[src/rtl/systolic_sequencer_pkg.sv]
// Shared types and defaults for the systolic array sequencer.
// Holds the FSM state encoding and the lane-packing helper used across the slice.
package systolic_sequencer_pkg;

    localparam int DEF_N      = 2;
    localparam int DEF_DATA_W = 16;
    localparam int DEF_ACC_W  = 32;

    typedef enum logic [2:0] {
        IDLE,
        CLEAR,
        FEED,
        DRAIN,
        DONE
    } state_t;

    // Bit offset of lane idx inside a flat bus of width-bit lanes.
    function automatic int lane_lsb(input int idx, input int width);
        return idx * width;
    endfunction

endpackage

[src/rtl/systolic_operand_buf.sv]
// A and B operand register files with a single write port and a skewed,
// registered read that produces the diagonal wavefront fed into the array.
module systolic_operand_buf
    import systolic_sequencer_pkg::*;
#(
    parameter int N      = DEF_N,
    parameter int DATA_W = DEF_DATA_W,
    parameter int CNT_W  = $clog2(2 * N)
) (
    input  logic                   clk,
    input  logic                   reset,
    input  logic                   wr_en,
    input  logic                   wr_sel,
    input  logic [$clog2(N)-1:0]   wr_row,
    input  logic [$clog2(N)-1:0]   wr_col,
    input  logic [DATA_W-1:0]      wr_data,
    input  logic                   feed_en,
    input  logic [CNT_W-1:0]       feed_t,
    output logic [N*DATA_W-1:0]    a_feed,
    output logic [N*DATA_W-1:0]    b_feed
);

    logic [DATA_W-1:0]   a_mem [N][N];
    logic [DATA_W-1:0]   b_mem [N][N];
    logic [N*DATA_W-1:0] a_next;
    logic [N*DATA_W-1:0] b_next;

    always_ff @(posedge clk or negedge reset) begin
        if (!reset) begin
            for (int r = 0; r < N; r++) begin
                for (int c = 0; c < N; c++) begin
                    a_mem[r][c] <= '0;
                    b_mem[r][c] <= '0;
                end
            end
        end else if (wr_en) begin
            if (wr_sel) begin
                b_mem[wr_row][wr_col] <= wr_data;
            end else begin
                a_mem[wr_row][wr_col] <= wr_data;
            end
        end
    end

    // Lane gi carries row gi of A (column gi of B) delayed by gi cycles.
    generate
        for (genvar gi = 0; gi < N; gi++) begin : g_lane
            logic [DATA_W-1:0] a_lane;
            logic [DATA_W-1:0] b_lane;

            always_comb begin
                a_lane = '0;
                b_lane = '0;
                if (feed_en) begin
                    for (int k = 0; k < N; k++) begin
                        if (int'(feed_t) == gi + k) begin
                            a_lane = a_mem[gi][k];
                            b_lane = b_mem[k][gi];
                        end
                    end
                end
            end

            assign a_next[lane_lsb(gi, DATA_W) +: DATA_W] = a_lane;
            assign b_next[lane_lsb(gi, DATA_W) +: DATA_W] = b_lane;
        end
    endgenerate

    always_ff @(posedge clk or negedge reset) begin
        if (!reset) begin
            a_feed <= '0;
            b_feed <= '0;
        end else begin
            a_feed <= a_next;
            b_feed <= b_next;
        end
    end

endmodule

[src/rtl/systolic_sequencer.sv]
// Sequencer for an external output-stationary N x N systolic array: clears the
// accumulators, streams skewed operands, waits for the wavefront to drain, captures C.
module systolic_sequencer
    import systolic_sequencer_pkg::*;
#(
    parameter int N      = DEF_N,
    parameter int DATA_W = DEF_DATA_W,
    parameter int ACC_W  = DEF_ACC_W
) (
    input  logic                   clk,
    input  logic                   reset,
    input  logic                   wr_en,
    input  logic                   wr_sel,
    input  logic [$clog2(N)-1:0]   wr_row,
    input  logic [$clog2(N)-1:0]   wr_col,
    input  logic [DATA_W-1:0]      wr_data,
    input  logic                   start,
    output logic                   busy,
    output logic                   done,
    output logic                   arr_clr,
    output logic [N*DATA_W-1:0]    a_feed,
    output logic [N*DATA_W-1:0]    b_feed,
    input  logic [N*N*ACC_W-1:0]   arr_result,
    output logic [N*N*ACC_W-1:0]   result_q
);

    localparam int              CNT_W      = $clog2(2 * N);
    localparam logic [CNT_W-1:0] FEED_LAST  = CNT_W'(2 * N - 2);
    localparam logic [CNT_W-1:0] DRAIN_LAST = CNT_W'(N - 1);

    state_t           state_reg, state_next;
    logic [CNT_W-1:0] cnt_reg, cnt_next;

    always_ff @(posedge clk or negedge reset) begin
        if (!reset) begin
            state_reg <= IDLE;
            cnt_reg   <= '0;
        end else begin
            state_reg <= state_next;
            cnt_reg   <= cnt_next;
        end
    end

    always_comb begin
        state_next = state_reg;
        cnt_next   = cnt_reg;
        busy       = 1'b1;
        done       = 1'b0;
        arr_clr    = 1'b0;
        case (state_reg)
            IDLE: begin
                busy = 1'b0;
                if (start) begin
                    state_next = CLEAR;
                end
            end
            CLEAR: begin
                arr_clr    = 1'b1;
                state_next = FEED;
                cnt_next   = '0;
            end
            FEED: begin
                if (cnt_reg == FEED_LAST) begin
                    state_next = DRAIN;
                    cnt_next   = '0;
                end else begin
                    cnt_next = cnt_reg + 1'b1;
                end
            end
            DRAIN: begin
                if (cnt_reg == DRAIN_LAST) begin
                    state_next = DONE;
                    cnt_next   = '0;
                end else begin
                    cnt_next = cnt_reg + 1'b1;
                end
            end
            DONE: begin
                done       = 1'b1;
                state_next = IDLE;
            end
            default: begin
                state_next = IDLE;
                cnt_next   = '0;
            end
        endcase
    end

    // Feeds are registered, so they are computed from the upcoming state/count.
    systolic_operand_buf #(
        .N      (N),
        .DATA_W (DATA_W),
        .CNT_W  (CNT_W)
    ) u_operand_buf (
        .clk     (clk),
        .reset   (reset),
        .wr_en   (wr_en && !busy),
        .wr_sel  (wr_sel),
        .wr_row  (wr_row),
        .wr_col  (wr_col),
        .wr_data (wr_data),
        .feed_en (state_next == FEED),
        .feed_t  (cnt_next),
        .a_feed  (a_feed),
        .b_feed  (b_feed)
    );

    always_ff @(posedge clk or negedge reset) begin
        if (!reset) begin
            result_q <= '0;
        end else if (state_reg == DONE) begin
            result_q <= arr_result;
        end
    end

endmodule

[config.mk]
export PLATFORM = sky130hd
export DESIGN_NAME = systolic_sequencer
export DESIGN_NICKNAME = d
export VERILOG_FILES = /design/src/rtl/systolic_sequencer_pkg.sv /design/src/rtl/systolic_operand_buf.sv /design/src/rtl/systolic_sequencer.sv
export SDC_FILE = /design/constraint.sdc
export NUM_CORES = 1
export LEC_CHECK = 0
export BUFFER_PORTS_ARGS = -buffer_cell sky130_fd_sc_hd__buf_2
export CORE_ASPECT_RATIO = 1.5
export CORE_MARGIN = 10
export CORE_UTILIZATION = 45
export CTS_CLUSTER_DIAMETER = 60
export DETAILED_ROUTE_END_ITERATION = 8
export HOLD_SLACK_MARGIN = 0.05
export PLACE_DENSITY = 0.7
export RECOVER_POWER = 50
export SYNTH_ARGS = -nofsm -noshare
export SYNTH_HDL_FRONTEND = slang
export SYNTH_SLANG_ARGS = --single-unit
export TNS_END_PERCENT = 5
[constraint.sdc]
create_clock -name clk -period 3.2 [get_ports clk]
set_input_delay 0.16 -clock clk [delete_from_list [all_inputs] [get_ports clk]]
set_output_delay 0.16 -clock clk [all_outputs]
set_load 0.02 [all_outputs]
==> out/metrics.csv, run 1 <==
metric;value;unit
synth_top_family_by_area;multiplexers;
synth_warnings;0;
p_sw;0.00636;W
synth_compound_gate_area_share;0.0761;
grt_pass1_vias;9675;
drive_gt1_frac;0.437;
synthCells;847;
cp.required;3.04;ns
fin_skew;0.0142;ns
crit_arrival;2.28;ns
drtAntennaViolNets;0;
cp_cell_sequence;buf_4, nor2_1, and2_4, buf_12, buf_2;
worst_slew_pin_slew;2.44;ns
placed_area;15000;µm²
n_fill_cell;2127;
r2r_end;u_operand_buf.a_mem[19]$_DFFE_PN0P_;
grt_start_max_net_pins;104;
reg2reg_slack;0.83;ns
synth_adder_area_share;0;
dr.first_iter.drc_count;320;
ys_seq_area_frac;0.638;
clk_latency;0.57;ns
crit_end;done;
critical_path_class;flop to output port;
place_congestion;0.846;
numCtsBuffers;31;
first_pass_iters;4;
cp-start-kind;flop;
ctsResizeCount;0;
dieWidth;157;µm
setup_viol;0;
drt-total-wl;39800;µm
clkSlewWorstSetupHoldPaths;0.06;ns
fin_hold_ws;0.0594;ns
cp_max_fo;47;
rows;75;
grt_pass1_wl;59600;µm
cts_buffer_depth;3;
max_slew_margin;-0.625;
die_area;35600;µm²
initial_core_util;0.456;
synthMuxAreaShare;0.226;
r2r_start;state_reg[1]$_DFF_PN0_;
hpwl;26100;µm
ys_ff_latch;325;
cpMaxStageDelayCell;dfrtp_1;
top_register;result_q;
critPathCaptureType;output port;
cap_viol_max_count;1;
syn_nets;998;
hold_viol_final;0;
period_needed;2.44;ns
grt_usage;0.219;
vias;9004;
port_buffers;345;
min_path_type;input port to flop;
drc;0;
fin_util;0.619;
die_y;226;µm
violations;max-capacitance violations, max-slew violations;
fmax;0.410;GHz
yosysUniqueCellTypes;37;
seq_power_share;0.405;
status;finished with violations;
synth.avg_cell_area;15.1;µm²
wl_per_cell;23.4;µm
ctsRootBufferMaster;clkbuf_16;
setup_tns;0;ns
ioPinCount;346;
core_area;28000;µm²
finalCritPeriodShare;0.762;
largest_register_ffs;128;
slowest_delay;0.37;ns
p_leak;7.88;nW
cts_max_level;1;
pwr-share-clk;0.220;
combPwrFrac;0.375;
power_per_cell_area;982;nW/µm²
stdcell_area;17300;µm²
p_int;0.0106;W
overflow;0;
p_total;0.0170;W
antenna_found_initial;4;
top_regs;result_q: 128 flops, u_operand_buf.a_mem: 64 flops, u_operand_buf.b_mem: 64 flops;
nNetsFinal;1483;
swShare;0.374;
synthXorXnorAreaFrac;0;
area_growth;35.7;%
clkSinkCount;325;
ff2ff_path_depth;4;
rsz0062_at_grt;no;
cp-startpoint;state_reg[0]$_DFF_PN0_;
ir_drop;647;µV
yosys.area_share.simple;0.0369;
tritoncts;built;
drv_slew;100;
syn_area;12700;µm²
avgViaCountPerCell;5.29;
## synth_stat cells
library cell,count,area share
o21ai_0,33,0.013
nor3_4,1,0.0013
buf_4,2,0.0012
a21boi_1,1,0.00059
a21o_1,1,0.00059
a211oi_1,32,0.019
buf_6,4,0.0035
mux2_2,256,0.23
buf_2,7,0.0027
nand3_1,1,0.00039
nand4_1,1,0.00049
nand4b_1,3,0.0021
clkbuf_1,47,0.014
nor3b_1,3,0.0018
or3_1,1,0.00049
nor4_4,1,0.0017
o211ai_1,32,0.019
dfrtp_1,325,0.64
nand3b_1,1,0.00059
nor4b_1,1,0.00069
nor3_1,2,0.00079
a22o_1,32,0.022
nor2_1,4,0.0012
nor4b_4,2,0.0037
nor4b_2,1,0.0012
o22ai_1,1,0.00049
nor4bb_1,1,0.00079
and2_1,1,0.00049
o21bai_1,1,0.00059
buf_1,3,0.00088
or4b_1,1,0.00079
nand2_1,3,0.00088
inv_1,2,0.00059
nor2b_1,33,0.016
nand2b_1,3,0.0015
clkinv_1,1,0.00029
a21oi_1,3,0.0012
## routing by layer
| metal | vias up | track usage | share of wire |
|---|---|---|---|
| li1 | 4041 | - | - |
| met3 | 93 | 0.0682 | 0.092 |
| met2 | 379 | 0.357 | 0.48 |
| met5 | - | 0 | 0 |
| met4 | 0 | 0.126 | 0.056 |
| met1 | 4491 | 0.247 | 0.37 |
## power groups by stage
stage / sequential, W / clock, W / combinational (W)
finish: 0.00689 / 0.00373 / 0.00637
global route: 0.00711 / 0.00401 / 0.00678
CTS: 0.00681 / 0.00382 / 0.00654
detailed placement: 0.00687 / 0 / 0.00638
global placement: 0.00680 / 0 / 0.00629
floorplan: 0.00814 / 0 / 0.00255
## worst min-delay path by stage
stage	from	endpoint	cells past startpoint
2_1_floorplan	reset	cnt_reg[0]$_DFF_PN0_	0
3_3_place_gp	reset	result_q[17]$_DFFE_PN0N_	1
3_5_place_dp	reset	result_q[34]$_DFFE_PN0N_	1
4_1_cts	wr_data[5]	u_operand_buf.b_mem[5]$_DFFE_PN0P_	2
5_1_grt	wr_data[5]	u_operand_buf.b_mem[5]$_DFFE_PN0P_	2
6_report	wr_data[8]	u_operand_buf.a_mem[56]$_DFFE_PN0P_	2
## kinds of logic (layout without fill, tap and decap cells)
family | count (synthesis) | after routing
AOI/OAI and AO/OA | 136 | 136
buffers and inverters | 66 | 570
muxes | 256 | 256
and+or+nand+nor | 64 | 64
other | 0 | 4
DFF | 325 | 325
## worst max-delay path: cells and delay by family (launching register included)
family	cells	cell delay [ns]
flops	1	0.37
simple gates	2	0.53
buf+inv	3	0.76
## what timing repair did
item                                   in CTS  in global routing
hold buffers                              144                  0
setup buffers                               0                  0
endpoints found under the hold margin     335                  0
## cell usage in the layout (no fill, tap or decap), types with 2 or more instances in the layout
master / count
nand4b_1: 3
nor4b_4: 2
nor2_1: 4
o21ai_0: 33
buf_4: 19
a21oi_1: 2
nor2b_1: 33
clkbuf_8: 4
clkinv_2: 4
clkinvlp_4: 3
clkbuf_1: 102
dfrtp_1: 325
a22o_1: 32
bufinv_16: 4
clkbuf_16: 31
nor3b_2: 3
buf_12: 6
diode_2: 4
dlygate4sd3_1: 144
inv_1: 2
a211oi_1: 32
nand2_1: 3
nand2b_1: 3
mux2_2: 256
buf_2: 248
nor3_1: 2
o211ai_1: 32
nor4b_2: 2
## through the flow
stage	cells	worst slack, ns
final	1701	0.762
after global routing	1701	0.366
after CTS	1697	0.748
after detailed placement	1501	0.859
after global placement	1501	0.890
after floorplan	847	0.958
## layout make-up
class                           count  area (µm²)  area share
Sequential cell                   325        8130       0.470
Tap cell                          346         433      0.0250
Multi-Input combinational cell    456        4370       0.253
Timing Repair Buffer              515        3310       0.192
Inverter                            3        11.3    0.000651
Clock inverter                     12         179      0.0103
Antenna cell                        4        10.0    0.000579
Clock buffer                       40         850      0.0491
Power figures use the tool's default switching activity.
==> run 2: changes to the inputs <==
clock period = 2.5 ns   (was 3.2 ns; I/O delays follow)
==> out/metrics.csv, run 2 (synthesis results as in run 1) <==
metric;value;unit;change
initial_core_util;0.456;;unchanged
min_path_type;input port to flop;;unchanged
cp-start-kind;flop;;unchanged
dp_slack;0.307;ns;was 0.859 ns
ir_drop;731;µV;was 647 µV
cts_max_level;1;;unchanged
ff2ff_path_depth;6;;was 4
pwr-share-clk;0.229;;was 0.220
holdPathEnd;u_operand_buf.b_mem[51]$_DFFE_PN0P_;;was u_operand_buf.a_mem[56]$_DFFE_PN0P_
ioPinCount;346;;unchanged
p_int;0.0140;W;was 0.0106 W
overflow;0;;unchanged
clk_latency;0.56;ns;was 0.57 ns
grt_usage;0.220;;was 0.219
wl_per_cell;23.5;µm;was 23.4 µm
finalCritPeriodShare;0.920;;
drtAntennaViolNets;0;;unchanged
hold_depth;3;;was 2
p_leak;7.99;nW;was 7.88 nW
holdCritStartpoint;wr_sel;;was wr_data[8]
fmax;0.435;GHz;
ctsRootBufferMaster;clkbuf_16;;unchanged
tritoncts;built;;unchanged
drc;0;;unchanged
max_slew_margin;-0.407;;was -0.625
dieWidth;157;µm;unchanged
dr.first_iter.drc_count;389;;was 320
grt_pass1_wl;60000;µm;was 59600 µm
area_growth;37.1;%;was 35.7%
grt_start_max_net_pins;81;;was 104
period_needed;2.30;ns;
r2r_start;state_reg[0]$_DFF_PN0_;;was state_reg[1]$_DFF_PN0_
layout_common_cells;dfrtp_1, mux2_2, buf_2;;unchanged
numCtsBuffers;30;;was 31
hold_viol_final;0;;unchanged
r2r_end;result_q[103]$_DFFE_PN0N_;;was u_operand_buf.a_mem[19]$_DFFE_PN0P_
drt-total-wl;40400;µm;was 39800 µm
vias;9019;;was 9004
combPwrFrac;0.374;;was 0.375
cp_max_fo;36;;was 47
setup_viol;0;;unchanged
setup_tns;0;ns;unchanged
final_common_cell;dfrtp_1;;unchanged
critPathCaptureType;output port;;unchanged
clkSinkCount;325;;unchanged
status;finished with violations;;unchanged
cp.required;2.38;ns;was 3.04 ns
cts_buffer_depth;3;;unchanged
place_congestion;0.831;;was 0.846
rsz0062_at_grt;no;;unchanged
crit_arrival;2.18;ns;was 2.28 ns
swShare;0.369;;was 0.374
clkSlewWorstSetupHoldPaths;0.07;ns;was 0.06 ns
avgViaCountPerCell;5.26;;was 5.29
power_per_cell_area;1270;nW/µm²;was 982 nW/µm²
port_buffers;345;;unchanged
nNetsFinal;1497;;was 1483
drv_slew;79;;was 100
rows;75;;unchanged
violations;max-capacitance violations, max-slew violations;;unchanged
core_area;28000;µm²;unchanged
reg2reg_slack;0.25;ns;was 0.83 ns
largest_register_ffs;128;;unchanged
cap_viol_max_count;1;;unchanged
grt_pass1_vias;9658;;was 9675
worst_slew_pin_slew;2.11;ns;was 2.44 ns
critical_path_class;flop to output port;;unchanged
drive_gt1_frac;0.446;;was 0.437
die_y;226;µm;unchanged
antenna_found_initial;1;;was 4
top_regs;result_q: 128 flops, u_operand_buf.a_mem: 64 flops, u_operand_buf.b_mem: 64 flops;;unchanged
die_area;35600;µm²;unchanged
fin_ws;0.199;ns;was 0.762 ns
seq_power_share;0.397;;was 0.405
fin_skew;0.00781;ns;was 0.0142 ns
first_pass_iters;4;;unchanged
p_sw;0.00816;W;was 0.00636 W
top_register;result_q;;unchanged
hpwl;26700;µm;was 26100 µm
-- run 2: worst max-delay path by stage --
stage | from | end | cells after the start
finish | state_reg[0]$_DFF_PN0_ | done | 5
detailed placement | state_reg[0]$_DFF_PN0_ | u_operand_buf.a_mem[25]$_DFFE_PN0P_ | 4
global placement | state_reg[0]$_DFF_PN0_ | u_operand_buf.a_mem[17]$_DFFE_PN0P_ | 4
floorplan | state_reg[0]$_DFF_PN0_ | u_operand_buf.a_mem[21]$_DFFE_PN0P_ | 6
global route | reset | result_q[37]$_DFFE_PN0N_ | 3
CTS | state_reg[0]$_DFF_PN0_ | done | 5
-- run 2: worst max-delay path, cell delays in order (launching register included) --
cell	delay (ns)
dfrtp_1	0.39
buf_4	0.24
nor2_1	0.31
and2_4	0.23
buf_12	0.22
buf_2	0.21
-- run 2: metrics by stage --
stage | instances | total power (W) | cell area [µm²] | hold slack, ns | utilization
after floorplan | 847 | 0.0137 | 12700 | -0.171 | -
after global placement | 1513 | 0.0168 | 15000 | 0.160 | 0.538
after detailed placement | 1513 | 0.0170 | 15000 | 0.166 | 0.538
after CTS | 1714 | 0.0224 | 17600 | 0.152 | 0.630
after global routing | 1715 | 0.0233 | 17500 | 0.159 | 0.625
final | 1715 | 0.0221 | 17500 | 0.163 | 0.625
-- run 2: timing repair --
item | 4_1_cts | 5_1_grt
setup endpoints to repair | 1 | 0
gates resized for setup | 0 | 0
endpoints found under the hold margin | 332 | 0
setup buffers | 1 | 0
hold buffers | 146 | 0
-- run 2: routing by layer --
layer / GRT usage / vias to the layer above / routed length [µm]
met4: 0.0965 / 0 / 1730
met3: 0.0716 / 68 / 3720
met5: 0 / - / 0
li1: - / 4065 / -
met1: 0.246 / 4541 / 14700
met2: 0.376 / 345 / 20200
-- run 2: area by class of cell --
| type | count | area (µm²) |
|---|---|---|
| inverters | 3 | 11.3 |
| diodes | 1 | 2.50 |
| fillers | 2105 | 10500 |
| repair buffers | 530 | 3420 |
| multi-input cells | 456 | 4370 |
| clock inverters | 15 | 240 |
| clock buffers | 39 | 876 |
| well taps | 346 | 433 |
| flip-flops and latches | 325 | 8130 |
-- run 2: power by group through the flow --
stage | combinational, W | sequential, W | clock (W)
6_report | 0.00828 | 0.00879 | 0.00506
5_1_grt | 0.00884 | 0.00906 | 0.00538
4_1_cts | 0.00850 | 0.00870 | 0.00517
3_5_place_dp | 0.00827 | 0.00877 | 0
3_3_place_gp | 0.00818 | 0.00866 | 0
2_1_floorplan | 0.00327 | 0.0104 | 0
==> run 3: changes to the inputs <==
CORE_ASPECT_RATIO = default   (was 1.5)
==> out/metrics.csv, run 3 (synthesis results as in run 1) <==
metric;value;unit;change
final_common_cell;dfrtp_1;;unchanged
dieWidth;188;µm;was 157 µm
ff2ff_path_depth;4;;was 6
rows;61;;was 75
drt-total-wl;41400;µm;was 40400 µm
multi_input_area;4370;µm²;unchanged
placed_area;15100;µm²;was 15000 µm²
wl_per_cell;23.6;µm;was 23.5 µm
ctsRootBufferMaster;clkbuf_16;;unchanged
p_total;0.0226;W;was 0.0221 W
p_int;0.0143;W;was 0.0140 W
avgViaCountPerCell;5.29;;was 5.26
vias;9255;;was 9019
cp_max_fo;69;;was 36
swShare;0.367;;was 0.369
drtAntennaViolNets;0;;unchanged
top_register;result_q;;unchanged
holdPathEnd;u_operand_buf.a_mem[56]$_DFFE_PN0P_;;was u_operand_buf.b_mem[51]$_DFFE_PN0P_
fin_skew;0.0102;ns;was 0.00781 ns
clk_latency;0.51;ns;was 0.56 ns
port_buffers;345;;unchanged
drc;0;;unchanged
cts_buffer_depth;3;;unchanged
dr.first_iter.drc_count;579;;was 389
status;finished with violations;;unchanged
die_y;188;µm;was 226 µm
worst_slew_pin_slew;1.58;ns;was 2.11 ns
fin_hold_ws;0.0857;ns;was 0.163 ns
die_area;35500;µm²;was 35600 µm²
power_per_cell_area;1290;nW/µm²;was 1270 nW/µm²
n_fill_cell;2079;;was 2105
cp-start-kind;flop;;unchanged
crit_arrival;2.27;ns;was 2.18 ns
setup_tns;0;ns;unchanged
reg2reg_slack;0.31;ns;was 0.25 ns
area_growth;38.0;%;was 37.1%
top_regs;result_q: 128 flops, u_operand_buf.a_mem: 64 flops, u_operand_buf.b_mem: 64 flops;;unchanged
tritoncts;built;;unchanged
core_area;27900;µm²;was 28000 µm²
setup_viol;0;;unchanged
cap_viol_max_count;1;;unchanged
combPwrFrac;0.370;;was 0.374
critPathCaptureType;output port;;unchanged
antenna_found_initial;4;;was 1
grt_start_max_net_pins;72;;was 81
clkSlewWorstSetupHoldPaths;0.06;ns;was 0.07 ns
drive_gt1_frac;0.445;;was 0.446
fin_util;0.632;;was 0.625
place_congestion;0.844;;was 0.831
stdcell_area;17600;µm²;was 17500 µm²
grt_pass1_vias;9869;;was 9658
first_pass_iters;5;;was 4
grt_pass1_wl;62800;µm;was 60000 µm
numCtsBuffers;36;;was 30
p_sw;0.00830;W;was 0.00816 W
min_path_type;input port to flop;;unchanged
r2r_start;state_reg[0]$_DFF_PN0_;;unchanged
drv_slew;60;;was 79
holdCritStartpoint;wr_data[8];;was wr_sel
finalCritPeriodShare;0.960;;was 0.920
largest_register_ffs;128;;unchanged
hold_viol_final;0;;unchanged
hold_depth;2;;was 3
pwr-share-clk;0.242;;was 0.229
fmax;0.417;GHz;was 0.435 GHz
ioPinCount;346;;unchanged
ir_drop;724;µV;was 731 µV
cp.required;2.38;ns;about the same
seq_power_share;0.389;;was 0.397
nNetsFinal;1497;;unchanged
period_needed;2.40;ns;was 2.30 ns
initial_core_util;0.458;;was 0.456
overflow;0;;unchanged
seqCellArea;8130;µm²;unchanged
critical_path_class;flop to output port;;unchanged
grt_usage;0.228;;was 0.220
hpwl;26600;µm;was 26700 µm
clkSinkCount;325;;unchanged
p_leak;8.03;nW;was 7.99 nW
max_slew_margin;-0.0565;;was -0.407
violations;max-capacitance violations, max-slew violations;;unchanged
layout_common_cells;dfrtp_1, mux2_2, buf_2;;unchanged
cts_max_level;2;;was 1
r2r_end;u_operand_buf.a_mem[19]$_DFFE_PN0P_;;was result_q[103]$_DFFE_PN0N_
rsz0062_at_grt;no;;unchanged
-- run 3: worst max-delay path by stage --
stage | from | endpoint | slack [ns] | cells past startpoint
floorplan | state_reg[0]$_DFF_PN0_ | u_operand_buf.a_mem[21]$_DFFE_PN0P_ | 0.26 | 6
global placement | state_reg[0]$_DFF_PN0_ | u_operand_buf.a_mem[19]$_DFFE_PN0P_ | 0.37 | 4
global route | state_reg[0]$_DFF_PN0_ | done | 0.01 | 5
CTS | state_reg[0]$_DFF_PN0_ | done | 0.10 | 5
finish | state_reg[0]$_DFF_PN0_ | done | 0.10 | 5
detailed placement | state_reg[0]$_DFF_PN0_ | u_operand_buf.a_mem[23]$_DFFE_PN0P_ | 0.33 | 4
-- run 3: worst max-delay path: stages, from the launching register on --
cell,delay [ns]
dfrtp_1,0.39
buf_4,0.22
nor2_1,0.29
and2_4,0.28
buf_16,0.31
buf_2,0.24
-- run 3: final cells by class --
| cell class | instances | area share |
|---|---|---|
| sequential | 325 | 0.462 |
| clock inverter | 12 | 0.0112 |
| timing repair buffer | 524 | 0.192 |
| multi-input combinational | 456 | 0.248 |
| antenna | 3 | 0.000427 |
| clock buffer | 50 | 0.0588 |
| tap | 378 | 0.0269 |
| inverter | 3 | 0.000640 |
-- run 3: through the flow --
stage               cells  worst slack, ns
floorplan             847            0.258
global placement     1543            0.367
detailed placement   1543            0.327
CTS                  1747            0.101
global route         1751           0.0112
finish               1751            0.101
-- run 3: power groups by stage --
stage | Sequential (W) | Clock [W] | Combinational [W]
floorplan | 0.0104 | 0 | 0.00327
global placement | 0.00863 | 0 | 0.00822
detailed placement | 0.00874 | 0 | 0.00836
CTS | 0.00867 | 0.00560 | 0.00857
global route | 0.00907 | 0.00584 | 0.00886
finish | 0.00880 | 0.00547 | 0.00837
-- run 3: metal layers --
layer  part of all wire  global-route usage  wire, µm  vias to the layer above
li1                   -                   -         -                     4080
met1               0.39               0.267     16200                     4759
met2               0.50               0.387     20800                      337
met3              0.064              0.0582      2660                       77
met4              0.042              0.0992      1720                        2
met5            0.00031                   0        13                        -
-- run 3: timing repair --
action | 4_1_cts | 5_1_grt
endpoints found under the hold margin | 332 | 1
endpoints found under the setup margin | 0 | 1
resized for setup | 0 | 1
setup buffers | 0 | 0
hold buffers | 142 | 1
